**config.mk**
```make
export PLATFORM = sky130hd
export DESIGN_NAME = edge_event_logger
export DESIGN_NICKNAME = d
export VERILOG_FILES = /design/src/rtl/edge_event_logger_pkg.sv /design/src/rtl/edge_event_logger_sync_fifo.sv /design/src/rtl/edge_event_logger.sv
export SDC_FILE = /design/constraint.sdc
export NUM_CORES = 1
export LEC_CHECK = 0
export ABC_CLOCK_PERIOD_IN_PS = 5300
export BUFFER_PORTS_ARGS = -buffer_cell sky130_fd_sc_hd__buf_2
export CORE_ASPECT_RATIO = 0.5
export CORE_MARGIN = 2
export CORE_UTILIZATION = 35
export CTS_CLUSTER_SIZE = 40
export DETAILED_ROUTE_END_ITERATION = 8
export PLACE_DENSITY_LB_ADDON = 0.12
export SLEW_MARGIN = 5
export SYNTH_ARGS = -nofsm -noshare
export SYNTH_HDL_FRONTEND = slang
export SYNTH_SLANG_ARGS = --single-unit
```
**constraint.sdc**
```tcl
create_clock -name clk -period 5.3 [get_ports clk]
set_clock_uncertainty 0.1 [all_clocks]
set_input_delay 0.53 -clock clk [delete_from_list [all_inputs] [get_ports clk]]
set_output_delay 0.53 -clock clk [all_outputs]
set_load 0.01 [all_outputs]
```
**src/rtl/edge_event_logger_pkg.sv**
```systemverilog
// logger_pkg: shared types and constants for the edge event logger.
//   event_t      - record layout {ts, changed, level} at the default widths
//   DEF_*        - parameter defaults used by edge_event_logger
//   CMD_*        - UART command bytes decoded upstream into start/stop/clear pulses
package logger_pkg;

   localparam int DEF_NUM_CH   = 2;
   localparam int DEF_TS_W     = 24;
   localparam int DEF_TICK_DIV = 12000;
   localparam int DEF_DEPTH    = 16;

   typedef struct packed {
      logic [DEF_TS_W-1:0]   ts;
      logic [DEF_NUM_CH-1:0] changed;
      logic [DEF_NUM_CH-1:0] level;
   } event_t;

   localparam logic [7:0] CMD_START = 8'h53;  // 'S'
   localparam logic [7:0] CMD_STOP  = 8'h54;  // 'T'
   localparam logic [7:0] CMD_DUMP  = 8'h44;  // 'D'
   localparam logic [7:0] CMD_CLEAR = 8'h43;  // 'C'

endpackage

```
**src/rtl/edge_event_logger_sync_fifo.sv**
```systemverilog
// sync_fifo: single-clock show-ahead FIFO.
//   clk, rst_n   - clock, async active-low reset
//   clr          - synchronous flush (wins over push/pop)
//   push, wdata  - write; accepted when not full, or when full with a pop in the same cycle
//   pop          - read; ignored while empty
//   rdata        - head entry, valid while !empty (driven to 0 when empty)
//   count, full, empty - occupancy
module sync_fifo #(
   parameter int WIDTH = 8,
   parameter int DEPTH = 16
) (
   input  logic                     clk,
   input  logic                     rst_n,
   input  logic                     clr,
   input  logic                     push,
   input  logic [WIDTH-1:0]         wdata,
   input  logic                     pop,
   output logic [WIDTH-1:0]         rdata,
   output logic [$clog2(DEPTH):0]   count,
   output logic                     full,
   output logic                     empty
);

   localparam int AW = $clog2(DEPTH);
   localparam int CW = AW + 1;

   logic [WIDTH-1:0] mem [DEPTH];
   logic [AW-1:0]    wr_ptr;
   logic [AW-1:0]    rd_ptr;
   logic             do_push;
   logic             do_pop;

   assign empty   = (count == '0);
   assign full    = (count == CW'(DEPTH));
   assign do_pop  = pop && !empty;
   // A full FIFO still accepts a write when the head leaves in the same cycle.
   assign do_push = push && (!full || do_pop);
   assign rdata   = empty ? '0 : mem[rd_ptr];

   always_ff @(posedge clk) begin
      if (do_push && !clr) begin
         mem[wr_ptr] <= wdata;
      end
   end

   always_ff @(posedge clk or negedge rst_n) begin
      if (!rst_n) begin
         wr_ptr <= '0;
         rd_ptr <= '0;
         count  <= '0;
      end else if (clr) begin
         wr_ptr <= '0;
         rd_ptr <= '0;
         count  <= '0;
      end else begin
         if (do_push) wr_ptr <= wr_ptr + 1'b1;
         if (do_pop)  rd_ptr <= rd_ptr + 1'b1;
         case ({do_push, do_pop})
            2'b10:   count <= count + 1'b1;
            2'b01:   count <= count - 1'b1;
            default: count <= count;
         endcase
      end
   end

endmodule

```
**src/rtl/edge_event_logger.sv**
```systemverilog
// edge_event_logger: timestamps level changes on debounced switch channels and
// queues {ts, changed_mask, new_levels} records for the dump formatter.
//   clk, rst_n                      - system clock, async active-low reset
//   sw_i                            - debounced switch levels
//   cmd_start / cmd_stop / cmd_clear - 1-cycle command pulses (clear > stop > start)
//   ev_valid / ev_ready / ev_data   - show-ahead record pop port
//   armed                           - logger is capturing
//   ev_count                        - FIFO occupancy
//   overflow                        - sticky, a record was dropped on a full FIFO
//
// state | meaning
// IDLE  | not capturing; ts and prescaler hold
// ARMED | prescaler/ts running, level changes are pushed as records
module edge_event_logger
   import logger_pkg::*;
#(
   parameter int NUM_CH   = DEF_NUM_CH,
   parameter int TS_W     = DEF_TS_W,
   parameter int TICK_DIV = DEF_TICK_DIV,
   parameter int DEPTH    = DEF_DEPTH
) (
   input  logic                     clk,
   input  logic                     rst_n,
   input  logic [NUM_CH-1:0]        sw_i,
   input  logic                     cmd_start,
   input  logic                     cmd_stop,
   input  logic                     cmd_clear,
   output logic                     ev_valid,
   input  logic                     ev_ready,
   output logic [TS_W+2*NUM_CH-1:0] ev_data,
   output logic                     armed,
   output logic [$clog2(DEPTH):0]   ev_count,
   output logic                     overflow
);

   localparam int            PW      = (TICK_DIV > 1) ? $clog2(TICK_DIV) : 1;
   localparam logic [PW-1:0] PRE_MAX = PW'(TICK_DIV - 1);
   localparam int            EW      = TS_W + 2 * NUM_CH;

   typedef enum logic {IDLE, ARMED} state_t;

   state_t            state;
   logic [TS_W-1:0]   ts;
   logic [PW-1:0]     prescaler;
   logic [NUM_CH-1:0] sw_q;

   logic              push;
   logic              start_fire;
   logic              pop_fire;
   logic              fifo_full;
   logic              fifo_empty;
   logic [EW-1:0]     record;

   assign armed      = (state == ARMED);
   // stop outranks start, so a coincident stop keeps the logger idle
   assign start_fire = cmd_start && !cmd_stop && (state == IDLE);
   // a coincident clear discards the event along with the FIFO contents
   assign push       = armed && (sw_i != sw_q) && !cmd_clear;
   assign pop_fire   = ev_ready && !fifo_empty;
   assign record     = {ts, sw_i ^ sw_q, sw_i};
   assign ev_valid   = !fifo_empty;

   always_ff @(posedge clk or negedge rst_n) begin
      if (!rst_n) begin
         state     <= IDLE;
         ts        <= '0;
         prescaler <= '0;
         sw_q      <= '0;
         overflow  <= 1'b0;
      end else begin
         // tracked in every state so arming never sees a stale level
         sw_q <= sw_i;

         if (cmd_stop) begin
            state <= IDLE;
         end else if (start_fire) begin
            state <= ARMED;
         end

         if (cmd_clear || start_fire) begin
            ts        <= '0;
            prescaler <= '0;
         end else if (state == ARMED) begin
            if (prescaler == PRE_MAX) begin
               prescaler <= '0;
               ts        <= ts + 1'b1;
            end else begin
               prescaler <= prescaler + 1'b1;
            end
         end

         if (cmd_clear) begin
            overflow <= 1'b0;
         end else if (push && fifo_full && !pop_fire) begin
            overflow <= 1'b1;
         end
      end
   end

   sync_fifo #(
      .WIDTH (EW),
      .DEPTH (DEPTH)
   ) u_fifo (
      .clk   (clk),
      .rst_n (rst_n),
      .clr   (cmd_clear),
      .push  (push),
      .wdata (record),
      .pop   (ev_ready),
      .rdata (ev_data),
      .count (ev_count),
      .full  (fifo_full),
      .empty (fifo_empty)
   );

endmodule
```
# Yosys cells after proc, flatten, opt, wreduce, memory -nomap -nowiden
# Memory sizes are Yosys's and may differ from the RTL's.
# Index checks and enable logic that the tools add are counted.
word_totals:
  memories: 1
  ram_bits: 448
  register_bits: 55
  wordCells: 66
  in_bits: 8
  out_inout_bits: 36
memory_table:
  columns: ["memory", "depth", "word_bits", "rd", "rd_clocked_by_memory_dff", "write_ports", "line_no", "text"]
  rows:
  - ["u_fifo.mem", 16, 28, 1, 0, 1, "edge_event_logger_sync_fifo.sv:27", "logic [WIDTH-1:0] mem [DEPTH];"]
classes:
  eq_ne: 5
  n_mux: 19
  add_sub_neg: 6
  reduce_logical: 25
  bitwise: 2
ops:
  columns: ["op", "n"]
  rows:
  - ["$mux W24", 3]
  - ["$mux W14", 3]
  - ["$mux W28", 1]
  - ["$add A24 B1 Y24 const B", 1]
  - ["$mux W4", 4]
  - ["$add A14 B1 Y14 const B", 1]
  - ["$eq A14 B14 Y1 const B", 1]
  - ["$reduce_bool A2 Y1", 6]
  - ["$pmux W5 S2", 1]
  - ["$logic_and A1 B1 Y1", 9]
  - ["$add A4 B1 Y4 const B", 2]
  - ["$mux W1", 6]
  - ["$add A5 B1 Y5 const B", 1]
  - ["$eq A5 B5 Y1 const B", 1]
  - ["$logic_not A1 Y1", 5]
  - ["$logic_not A5 Y1", 1]
  - ["$mux W5", 1]
  - ["$sub A5 B1 Y5 const B", 1]
  - ["$reduce_bool A3 Y1", 1]
  - ["$eq A2 B1 Y1 const B", 1]
  - ["$eq A2 B2 Y1 const B", 1]
  - ["$logic_or A1 B1 Y1", 2]
  - ["$ne A2 B2 Y1", 1]
  - ["$reduce_and A2 Y1", 1]
  - ["2 further kinds", 2]

# Longest topological paths before layout
# Gate-level depths: netlist of run 1.
logic_depth:
  depth_word: 8
  mapped_depth: 11
  depth_no_buf: 10

# Hierarchy
# Synthesis of run 1 repeated with hierarchy kept, for this count alone.
hier_totals:
  hier_cells: 1060
  hier_area_um2: 20231.9
by_module_without_submodules:
  columns: ["mod", "n_inst", "seq_area_each_um2", "cells_each", "area_per_inst_um2"]
  rows:
  - ["sync_fifo", 1, 13778.2, 801, 17910.9]
  - ["edge_event_logger", 1, 1051.0, 259, 2321.0]

# Least setup slack after synthesis of run 1
# Ideal clock, no wire load.
synth_path:
  kind: "input to register"
  startpoint: "in sw_i[0]"
  endpoint: "mem u_fifo.mem[3][0] (netlist name) (enable)"
  setup_time_ns: 0.484
  stages: 5
  t_required_ns: 4.716
  slack_ns: 0.136
  n_path_buf: 1
  arrival_ns: 4.581
  path_cell_list: "xor2_1 -> o21ai_0 -> or2_2 -> clkbuf_1 -> nor4_1"
synth_between:
  elab_chain_cells: 7
synth_rtl:
  columns: ["item", "line_no", "text"]
  rows:
  - ["from (decl)", "edge_event_logger.sv:24", "input logic [NUM_CH-1:0] sw_i,"]
  - ["$ne A2 B2 Y1", "edge_event_logger.sv:58", "assign push = armed && (sw_i != sw_q) && !cmd_clear;"]
  - ["$logic_and A1 B1 Y1 (2 in a row)", "edge_event_logger.sv:58", null]
  - ["$logic_and A1 B1 Y1", "edge_event_logger_sync_fifo.sv:37", "assign do_push = push && (!full || do_pop);"]
  - ["$logic_and A1 B1 Y1", "edge_event_logger_sync_fifo.sv:41", "if (do_push && !clr) begin"]
  - ["$mux W1", "edge_event_logger_sync_fifo.sv:41", null]
  - ["$mux W1 (implied by the code)", "edge_event_logger_sync_fifo.sv:42", "mem[wr_ptr] <= wdata;"]
  - ["to (decl)", "edge_event_logger_sync_fifo.sv:27", null]
# Every way passes these cells.

# Worst setup path after layout of run 1
layout_path:
  startpoint: "reg u_fifo.rd_ptr[1]"
  endpoint: "out ev_data[15]"
layout_between:
  elab_chain_cells: 2
layout_rtl:
  columns: ["item", "line_no", "text"]
  rows:
  - ["from (decl)", "edge_event_logger_sync_fifo.sv:29", "logic [AW-1:0] rd_ptr;"]
  - ["from (signal assigned)", "edge_event_logger_sync_fifo.sv:57", "if (do_pop) rd_ptr <= rd_ptr + 1'b1;"]
  - ["$mem_v2 Z16 W28", null, null]
  - ["$mux W28", "edge_event_logger_sync_fifo.sv:38", "assign rdata = empty ? '0 : mem[rd_ptr];"]
  - ["to (decl)", "edge_event_logger.sv:30", "output logic [TS_W+2*NUM_CH-1:0] ev_data,"]
# Every way passes these cells.

==> summary.txt, run 1 <==
Pwr dens: 401 nW/um^2
CTS tree: done
Final worst slack: 1400 ps
Synth unique cells: 55
Reg2Reg Launch Point: sw_q[1]
CTS Hold Bufs: 1
Nets: 1086
Width of the die: 343 um
HPWL after DPL: 28800 um
FF+latch count, synth: 503
Via Count: 9938
Initial core utilization: 35.2%
Register area share after synthesis: 73.7%
CTS Sinks: 503
R2R depth: 7
Cell chain of the critical path: buf_4 -> mux4_2 -> mux4_2 -> and2_1 -> buf_2
Crit path max-delay cell type: dfrtp_4
Setup Buffers After CTS: 0
Clk Latency, worst-skew pair: 560 ps
Nature of the critical path startpoint: register
Run status: finished, final reports clean
Remaining Overflow, GRT: 0
Initial antenna violation count: 1
Post-synth design cell area: 20100 sq um
Critical path depth in cells: 5
Vias in the first global route: 10400
Largest delay share family, worst path: flip-flops
I/O Buffers: 43
First-pass GRT wire length: 70700 um
Combinational share of power: 16.2%
Ys flop type: edfxtp_1
Diodes inserted: 0
RSZ-0062 raised after global routing: false
Drt first pass iters: 5
HP Class: in -> async
FMAX: 256 MHz
Avg Cell Area, Syn: 20.3 sq um
Layout area overhead: 14.0%
Routed WL: 48200 um
WP data required: 4670 ps
Setup crit end kind: primary output
Chip Height: 174 um
GP Congestion: 0.746
Crit path top cell by count: mux4_2
Critical path peak fanout: 48
CTS resizes: 0
Leading cell type in the layout, fill and taps excluded: edfxtp_1
Slew of the pin with the lowest slew margin: 1260 ps
I/O pin total: 44
R2r endpoint: u_fifo.mem[15][1]
Place WS: 1510 ps
Setup TNS: 0 ps
Final Cycle Share: 73.7%
Final Hold Fails: 0
Max clock buf depth: 3
Routed Antenna Nets: 0
Net Sw Power: 2.31 mW
Fin. max-slew vios: 0
Core box area: 57100 sq um
Worst hold slack: 33.3 ps
Routed wire per std cell: 25.8 um
P_leak: 7.30 nW
# setup viols final: 0
Most frequent cells in the layout: 448 x edfxtp_1, 140 x mux4_2, 51 x dfrtp_1, 48 x clkbuf_16, 43 x buf_2
Crit path DAT: 3270 ps
Layout cells sized above 1: 28.4%
H-tree levels: 2
Buf/Inv on CP: 2
Post-synthesis net count: 1008
CP peak stage delay: 970 ps
Ys async rst share: 10.9%
Syn. warnings: 0
WS Path Type: reg -> out
Avg Vias per Cell: 5.31
DRC Markers: 0
Clock power share: 35.6%
Reg power frac: 48.1%
CTS Buf Count: 47
Num rows: 62
Post-Synthesis Cells: 989
Slew margin rel.: 16.0%
Tot GR Track Use: 16.4%
Internal power: 6.89 mW
Clk root buf: clkbuf_16
EDFF count, synth: 448
Min Tclk post-route: 3900 ps
Clock transition at the registers of the reported paths: 60 ps
Total of max-cap violations: 0
Max VDD drop: 0.218 mV
Iter 0 DRT Violations: 858
Die footprint: 59500 sq um
R2R setup slack: 2000 ps
Switch share: 25.1%
Largest net degree at the start of global routing: 56
==> cell families after synthesis <==
| group | synth area share [%] |
|---|---|
| DFF | 73.7 |
| buffers and inverters | 1.23 |
| adders and majority gates | 0.721 |
| and+or+nand+nor | 4.83 |
| AOI/OAI and AO/OA | 2.41 |
| xor gates and xnor gates | 1.04 |
| muxes | 16.1 |
==> synth_stat cells (8+ instances only) <==
cell type	n	area share (%)
xor2_1	13	0.57
xnor2_1	11	0.48
and2_1	41	1.3
or3_1	10	0.31
o21ai_0	15	0.37
nand2_1	20	0.37
nor3_1	9	0.22
nand4_1	9	0.28
a21oi_1	18	0.45
edfxtp_1	448	67
ha_1	10	0.62
nor2_1	37	0.69
o31ai_1	8	0.30
dfrtp_1	55	6.8
inv_1	12	0.22
nand3_1	17	0.42
clkbuf_1	39	0.73
buf_2	8	0.20
mux4_2	140	16
==> registers in the layout (all words and copies together) (netlist names) <==
name,cells
armed,1
prescaler,14
u_fifo.wr_ptr,4
u_fifo.mem,448
u_fifo.rd_ptr,4
sw_q,2
overflow,1
ts,24
u_fifo.count,5
==> per-layer routing <==
metal  wire, um  global-route usage (%)
met5          0                       0
met4        826                    3.42
met3       2470                    2.96
met2      20800                    23.4
met1      24200                    26.1
==> layout make-up <==
cell class              count  area (sq um)
clock buffers              61          1270
clock inverters            25           201
fillers                  5165         34200
inverters                  12          45.0
multi-input cells         425          5110
flip-flops and latches    503         14800
well taps                 768           961
repair buffers             78           518
==> worst max-delay path by stage <==
stage | to | start
after floorplan | u_fifo.mem[3][0] | sw_i[0]
after global placement | u_fifo.mem[15][7] | sw_i[0]
after detailed placement | u_fifo.mem[15][5] | sw_i[0]
after CTS | ev_data[26] | u_fifo.rd_ptr[0]
after global routing | ev_data[26] | u_fifo.rd_ptr[0]
final | ev_data[15] | u_fifo.rd_ptr[1]
==> through the flow <==
step                      instance area (sq um)  total power, mW  utilization, %  instances
final                                     22900             9.20            40.2       1872
after global placement                    21500             6.05            37.6       1785
after CTS                                 22900             9.35            40.2       1872
after detailed placement                  21500             6.05            37.6       1785
after floorplan                           20100             5.51               -        989
after global routing                      22900             9.60            40.2       1872
==> power by group through the flow <==
stage          sequential, mW  combinational (mW)  clock [mW]
3_3_place_gp             4.52                1.53           0
6_report                 4.43                1.49        3.28
3_5_place_dp             4.52                1.53           0
5_1_grt                  4.44                1.63        3.53
4_1_cts                  4.43                1.54        3.38
2_1_floorplan            4.43                1.08           0
==> worst register-to-register path, stage by stage, from the launching register on <==
cell and delay (ps):
dfrtp_1 370, xor2_1 180, buf_4 270, o21ai_0 130, buf_4 170, nor2_1 230
nand3_1 370, nor2_4 1060
No activity file was read; power rests on OpenSTA's default activity.
==> run 2, diff against run 1 <==
--- a/config.mk
+++ b/config.mk
@@ -5,7 +5,7 @@
 export SDC_FILE = /design/constraint.sdc
 export NUM_CORES = 1
 export LEC_CHECK = 0
-export ABC_CLOCK_PERIOD_IN_PS = 5300
+export ABC_CLOCK_PERIOD_IN_PS = 4000
 export BUFFER_PORTS_ARGS = -buffer_cell sky130_fd_sc_hd__buf_2
 export CORE_ASPECT_RATIO = 0.5
 export CORE_MARGIN = 2
==> constraint.sdc (replaced) <==
create_clock -name clk -period 4 [get_ports clk]
set_clock_uncertainty 0.1 [all_clocks]
set_input_delay 0.4 -clock clk [delete_from_list [all_inputs] [get_ports clk]]
set_output_delay 0.4 -clock clk [all_outputs]
set_load 0.01 [all_outputs]
==> run 2 against run 1 <==
Critical path depth unchanged. Non-clock buffer count increased by 22. Largest cell class unchanged. Clock-buffer cell count decreased by 3. Register-to-register slack got worse by 1200 ps. Critical path type unchanged. Wire length increased by 3.7%. Combinational power increased by 40%. Via count increased by 2.3%. Sequential share of layout area decreased by 1.5 points. Highest routed layer unchanged. Global-route usage increased by 0.77 points.
==> summary.txt, run 2 (same netlist as run 1, synthesis figures left out) <==
RSZ-0062 raised after global routing: false (unchanged)
H-tree levels: 2 (unchanged)
Placed inst area: 22000 sq um (was 21500 sq um)
FMAX: 278 MHz
Layout cells sized above 1: 29.7% (was 28.4%)
GP Congestion: 0.741 (was 0.746)
Core box area: 57100 sq um (unchanged)
Hold Crit Start: sw_i[1]
Die footprint: 59500 sq um (unchanged)
Nets: 1108 (was 1086)
CTS Buf Count: 47 (unchanged)
Drt first pass iters: 5 (unchanged)
Total of max-cap violations: 0 (unchanged)
Leading cell type in the layout, fill and taps excluded: edfxtp_1 (unchanged)
Design Area, Final: 23500 sq um (was 22900 sq um)
Iter 0 DRT Violations: 1007 (was 858)
Initial core utilization: 35.2% (unchanged)
Via Count: 10200 (was 9938)
FF/Latch Area: 14800 sq um (unchanged)
Max clock buf depth: 3 (unchanged)
Routed Antenna Nets: 0 (unchanged)
Layout area overhead: 16.7% (was 14.0%)
Origin of the worst setup path: u_fifo.rd_ptr[0] (was u_fifo.rd_ptr[1])
Avg Vias per Cell: 5.37 (was 5.31)
Critical path peak fanout: 39 (was 48)
Crit path DAT: 3090 ps (was 3270 ps)
Clk root buf: clkbuf_16 (unchanged)
Final Hold Fails: 0 (unchanged)
Clk Latency, worst-skew pair: 580 ps (was 560 ps)
CTS tree: done (unchanged)
HPWL after DPL: 29500 um (was 28800 um)
CTS Sinks: 503 (unchanged)
Setup crit end kind: primary output (unchanged)
Multi-input gate area: 5110 sq um (about the same)
Most frequent cells in the layout: 448 x edfxtp_1, 140 x mux4_2, 51 x dfrtp_1, 48 x clkbuf_16, 43 x buf_2 (unchanged)
Max VDD drop: 0.271 mV (was 0.218 mV)
HP Class: in -> reg (was in -> async)
Remaining Overflow, GRT: 0 (unchanged)
DRC Markers: 0 (unchanged)
# setup viols final: 0 (unchanged)
Routed WL: 50000 um (was 48200 um)
Worst hold stages: 2
Vias in the first global route: 10500 (was 10400)
R2R setup slack: 830 ps (was 2000 ps)
Filler instances: 5059 (was 5165)
First-pass GRT wire length: 73600 um (was 70700 um)
Largest net degree at the start of global routing: 41 (was 56)
Min Tclk post-route: 3590 ps
Max reg flops: 448 (unchanged)
Reg2Reg Launch Point: sw_q[0] (was sw_q[1])
Pwr dens: 521 nW/um^2 (was 401 nW/um^2)
Width of the die: 343 um (unchanged)
Hold Path Sink: sw_q[1]
I/O pin total: 44 (unchanged)
P_leak: 7.49 nW (was 7.30 nW)
Setup Buffers After CTS: 0 (unchanged)
WS Path Type: reg -> out (unchanged)
Tot GR Track Use: 17.2% (was 16.4%)
Final Cycle Share: 89.8%
I/O Buffers: 43 (unchanged)
Num rows: 62 (unchanged)
Worst hold slack: 92.7 ps (was 33.3 ps)
Biggest regs: u_fifo.mem x448, ts x24, prescaler x14 (unchanged)
Slew margin rel.: 42.3% (was 16.0%)
Setup TNS: 0 ps (unchanged)
Run status: finished, final reports clean (unchanged)
Slew of the pin with the lowest slew margin: 865 ps (was 1260 ps)
Chip Height: 174 um (unchanged)
Most flop-heavy register: u_fifo.mem (unchanged)
R2r endpoint: u_fifo.mem[9][3] (was u_fifo.mem[15][1])
Routed wire per std cell: 26.4 um (was 25.8 um)
Initial antenna violation count: 1 (unchanged)
R2R depth: 7 (unchanged)
Nature of the critical path startpoint: register (unchanged)
WP data required: 3500 ps (was 4670 ps)
Clock transition at the registers of the reported paths: 60 ps (about the same)
Fin. max-slew vios: 0 (unchanged)
run 2: per-stage QoR:
stage / total power, mW / std cells / util, % / setup WS [ps]
3_5_place_dp: 8.12 / 1803 / 38.5 / 169
4_1_cts: 12.4 / 1890 / 41.1 / 236
6_report: 12.2 / 1891 / 41.1 / 409
2_1_floorplan: 7.30 / 989 / - / -1030
3_3_place_gp: 8.12 / 1803 / 38.5 / 317
5_1_grt: 12.8 / 1890 / 41.1 / 265
run 2: area by class of cell:
type                       count  share of cell area, %
antenna                        1                 0.0107
clock buffer                  58                   5.32
clock inverter                24                  0.863
inverter                      12                  0.192
multi-input combinational    425                   21.8
sequential                   503                   63.2
tap                          768                   4.09
timing repair buffer         100                   4.55
run 2: critical path: stages (launching register included):
cell and delay (ps):
dfrtp_4 670, buf_12 350, mux4_2 580, mux4_2 510, and2_1 200, buf_2 140
run 2: power breakdown:
group / total [mW] / internal [mW] / leakage (nW) / switching, mW
Combinational: 2.09 / 1.03 / 1.86 / 1.06
Clock: 4.29 / 2.35 / 0.708 / 1.94
Sequential: 5.86 / 5.72 / 4.92 / 0.139
Total: 12.2 / 9.10 / 7.49 / 3.14
run 2: metal layers:
layer | up-vias | wire (um) | global-route usage (%)
li1 | 4274 | - | -
met1 | 5536 | 24100 | 26.6
met2 | 300 | 22400 | 25.6
met3 | 54 | 2810 | 2.85
met4 | 0 | 680 | 3.22
met5 | - | 0 | 0
run 2: worst max path at each step:
stage                         to  slack [ps]
6_report             ev_data[17]         410
5_1_grt               ev_data[6]         260
4_1_cts        u_fifo.mem[9][20]         240
3_5_place_dp    u_fifo.mem[9][6]         170
3_3_place_gp    u_fifo.mem[9][0]         320
2_1_floorplan   u_fifo.mem[3][0]       -1030
run 2: repair_timing:
action / CTS / global route
hold endpoints to repair: 32 / 0
resized for setup: 0 / 1
hold buffers: 5 / 0
endpoints found under the setup margin: 0 / 73
==> run 3, diff against run 2 <==
--- a/config.mk
+++ b/config.mk
@@ -9,10 +9,11 @@
 export BUFFER_PORTS_ARGS = -buffer_cell sky130_fd_sc_hd__buf_2
 export CORE_ASPECT_RATIO = 0.5
 export CORE_MARGIN = 2
-export CORE_UTILIZATION = 35
+export CORE_UTILIZATION = 47
 export CTS_CLUSTER_SIZE = 40
 export DETAILED_ROUTE_END_ITERATION = 8
 export PLACE_DENSITY_LB_ADDON = 0.12
+export RECOVER_POWER = 25
 export SLEW_MARGIN = 5
 export SYNTH_ARGS = -nofsm -noshare
 export SYNTH_HDL_FRONTEND = slang
==> run 3 against run 2 <==
The run now ends with capacitance limit, slew limit left. Via count decreased by 1.7%. Sequential power hardly changed. Critical path depth stayed put. Clock power barely moved. Final cell count shrank 11%. Largest power group unchanged.
==> summary.txt, run 3 (same netlist as run 1, synthesis figures left out) <==
Buf/Inv on CP: 2 (unchanged)
Min Tclk post-route: 3580 ps (was 3590 ps)
Cell chain of the critical path: buf_4 -> mux4_2 -> mux4_2 -> and2_1 -> buf_2 (was buf_12 -> mux4_2 -> mux4_2 -> and2_1 -> buf_2)
HPWL after DPL: 25200 um (was 29500 um)
Initial core utilization: 47.8% (was 35.2%)
FMAX: 279 MHz (was 278 MHz)
Slew of the pin with the lowest slew margin: 1540 ps (was 865 ps)
Critical path peak fanout: 20 (was 39)
Crit path top cell by count: mux4_2 (unchanged)
Placed inst area: 21500 sq um (was 22000 sq um)
HP Class: in -> reg (unchanged)
Pwr dens: 528 nW/um^2 (was 521 nW/um^2)
Num rows: 53 (was 62)
CTS Hold Bufs: 4 (was 5)
Drt first pass iters: 5 (unchanged)
CTS Buf Count: 45 (was 47)
CTS tree: done (unchanged)
Reg2Reg Launch Point: sw_q[0] (unchanged)
Leading cell type in the layout, fill and taps excluded: edfxtp_1 (unchanged)
Setup crit end kind: primary output (unchanged)
RSZ-0062 raised after global routing: false (unchanged)
Remaining Overflow, GRT: 0 (unchanged)
CTS Sinks: 503 (unchanged)
Chip Height: 150 um (was 174 um)
Failing checks: capacitance limit, slew limit
Total of max-cap violations: 1 (was 0)
Layout area overhead: 14.4% (was 16.7%)
Grt met3 use: 3.56% (was 2.85%)
Clk Latency, worst-skew pair: 550 ps (was 580 ps)
Fin. max-slew vios: 28 (was 0)
Pwr Total: 12.2 mW (about the same)
Met1 usage: 33.0% (was 26.6%)
Biggest regs: u_fifo.mem x448, ts x24, prescaler x14 (unchanged)
Run status: complete, but fails checks (was finished, final reports clean)
Via Count: 9995 (was 10200)
I/O Buffers: 43 (unchanged)
Nets: 1094 (was 1108)
Layout cells sized above 1: 28.6% (was 29.7%)
Largest net degree at the start of global routing: 43 (was 41)
First-pass GRT wire length: 66500 um (was 73600 um)
Final Hold Fails: 0 (unchanged)
# setup viols final: 0 (unchanged)
Width of the die: 297 um (was 343 um)
Most flop-heavy register: u_fifo.mem (unchanged)
Iter 0 DRT Violations: 960 (was 1007)
Largest delay share family, worst path: multiplexers (unchanged)
WS Path Type: reg -> out (unchanged)
Final Cycle Share: 89.5% (was 89.8%)
Met2 Use GR: 30.8% (was 25.6%)
GP Congestion: 0.793 (was 0.741)
Worst hold slack: 129 ps (was 92.7 ps)
WP data required: 3500 ps (about the same)
Max reg flops: 448 (unchanged)
Crit path max-delay cell type: dfrtp_4 (unchanged)
Hold Crit Start: cmd_clear (was sw_i[1])
Slew margin rel.: -2.85% (was 42.3%)
Routed wire per std cell: 26.4 um (about the same)
P_leak: 7.39 nW (was 7.49 nW)
Max VDD drop: 0.297 mV (was 0.271 mV)
DRC Markers: 0 (unchanged)
Avg Vias per Cell: 5.93 (was 5.37)
Setup Buffers After CTS: 0 (unchanged)
Nature of the critical path startpoint: register (unchanged)
Diodes inserted: 0 (was 1)
Clock transition at the registers of the reported paths: 60 ps (about the same)
Tot GR Track Use: 20.8% (was 17.2%)
Clk root buf: clkbuf_16 (unchanged)
Routed Antenna Nets: 0 (unchanged)
Max clock buf depth: 3 (unchanged)
Crit path DAT: 3080 ps (was 3090 ps)
I/O pin total: 44 (unchanged)
Core box area: 42100 sq um (was 57100 sq um)
CTS resizes: 0 (unchanged)
Origin of the worst setup path: u_fifo.rd_ptr[0] (unchanged)
Vias in the first global route: 10200 (was 10500)
Die footprint: 44600 sq um (was 59500 sq um)
Most frequent cells in the layout: 448 x edfxtp_1, 140 x mux4_2, 51 x dfrtp_1, 45 x clkbuf_16, 40 x buf_2 (was 448 x edfxtp_1, 140 x mux4_2, 51 x dfrtp_1, 48 x clkbuf_16, 43 x buf_2)
Initial antenna violation count: 1 (unchanged)
Busiest metal layer after global routing: met1 (unchanged)
Design Area, Final: 23000 sq um (was 23500 sq um)
Routed WL: 44500 um (was 50000 um)
CP peak stage delay: 640 ps (was 670 ps)
H-tree levels: 2 (unchanged)
==> run 3: path summary, 6_finish.rpt <==
path,to,slack (ps),cells past startpoint
max in group asynchronous,ts[8],1900,3
max,ev_data[15],420,5
min,u_fifo.rd_ptr[0],130,2
max reg2reg,u_fifo.count[4],510,9
min in group asynchronous,prescaler[0],670,2
min reg2reg,overflow,430,2
==> run 3: stage by stage <==
stage | instances | TNS (ps) | util, % | setup WS [ps]
6_report | 1686 | 0 | 54.6 | 420
5_1_grt | 1686 | 0 | 54.6 | 148
4_1_cts | 1686 | 0 | 54.7 | 351
3_5_place_dp | 1601 | 0 | 51.2 | 175
3_3_place_gp | 1601 | 0 | 51.2 | 346
2_1_floorplan | 989 | -115820 | - | -1030
==> run 3: metal layers <==
metal	vias to the layer above	wire [um]
met5	-	0
met4	0	511
met3	43	2860
met2	326	20100
met1	5390	21100
li1	4236	-
==> run 3: power by group <==
part           switching (mW)  internal (mW)  total [mW]
Combinational            1.00           1.02        2.02
Clock                    1.87           2.42        4.29
Sequential              0.123           5.72        5.84
==> run 3: layout make-up <==
| type | instances | area [sq um] |
|---|---|---|
| fillers | 3191 | 19100 |
| flip-flops and latches | 503 | 14800 |
| multi-input cells | 425 | 5110 |
| clock buffers | 57 | 1180 |
| repair buffers | 88 | 865 |
| well taps | 577 | 722 |
| clock inverters | 24 | 248 |
| inverters | 12 | 45.0 |
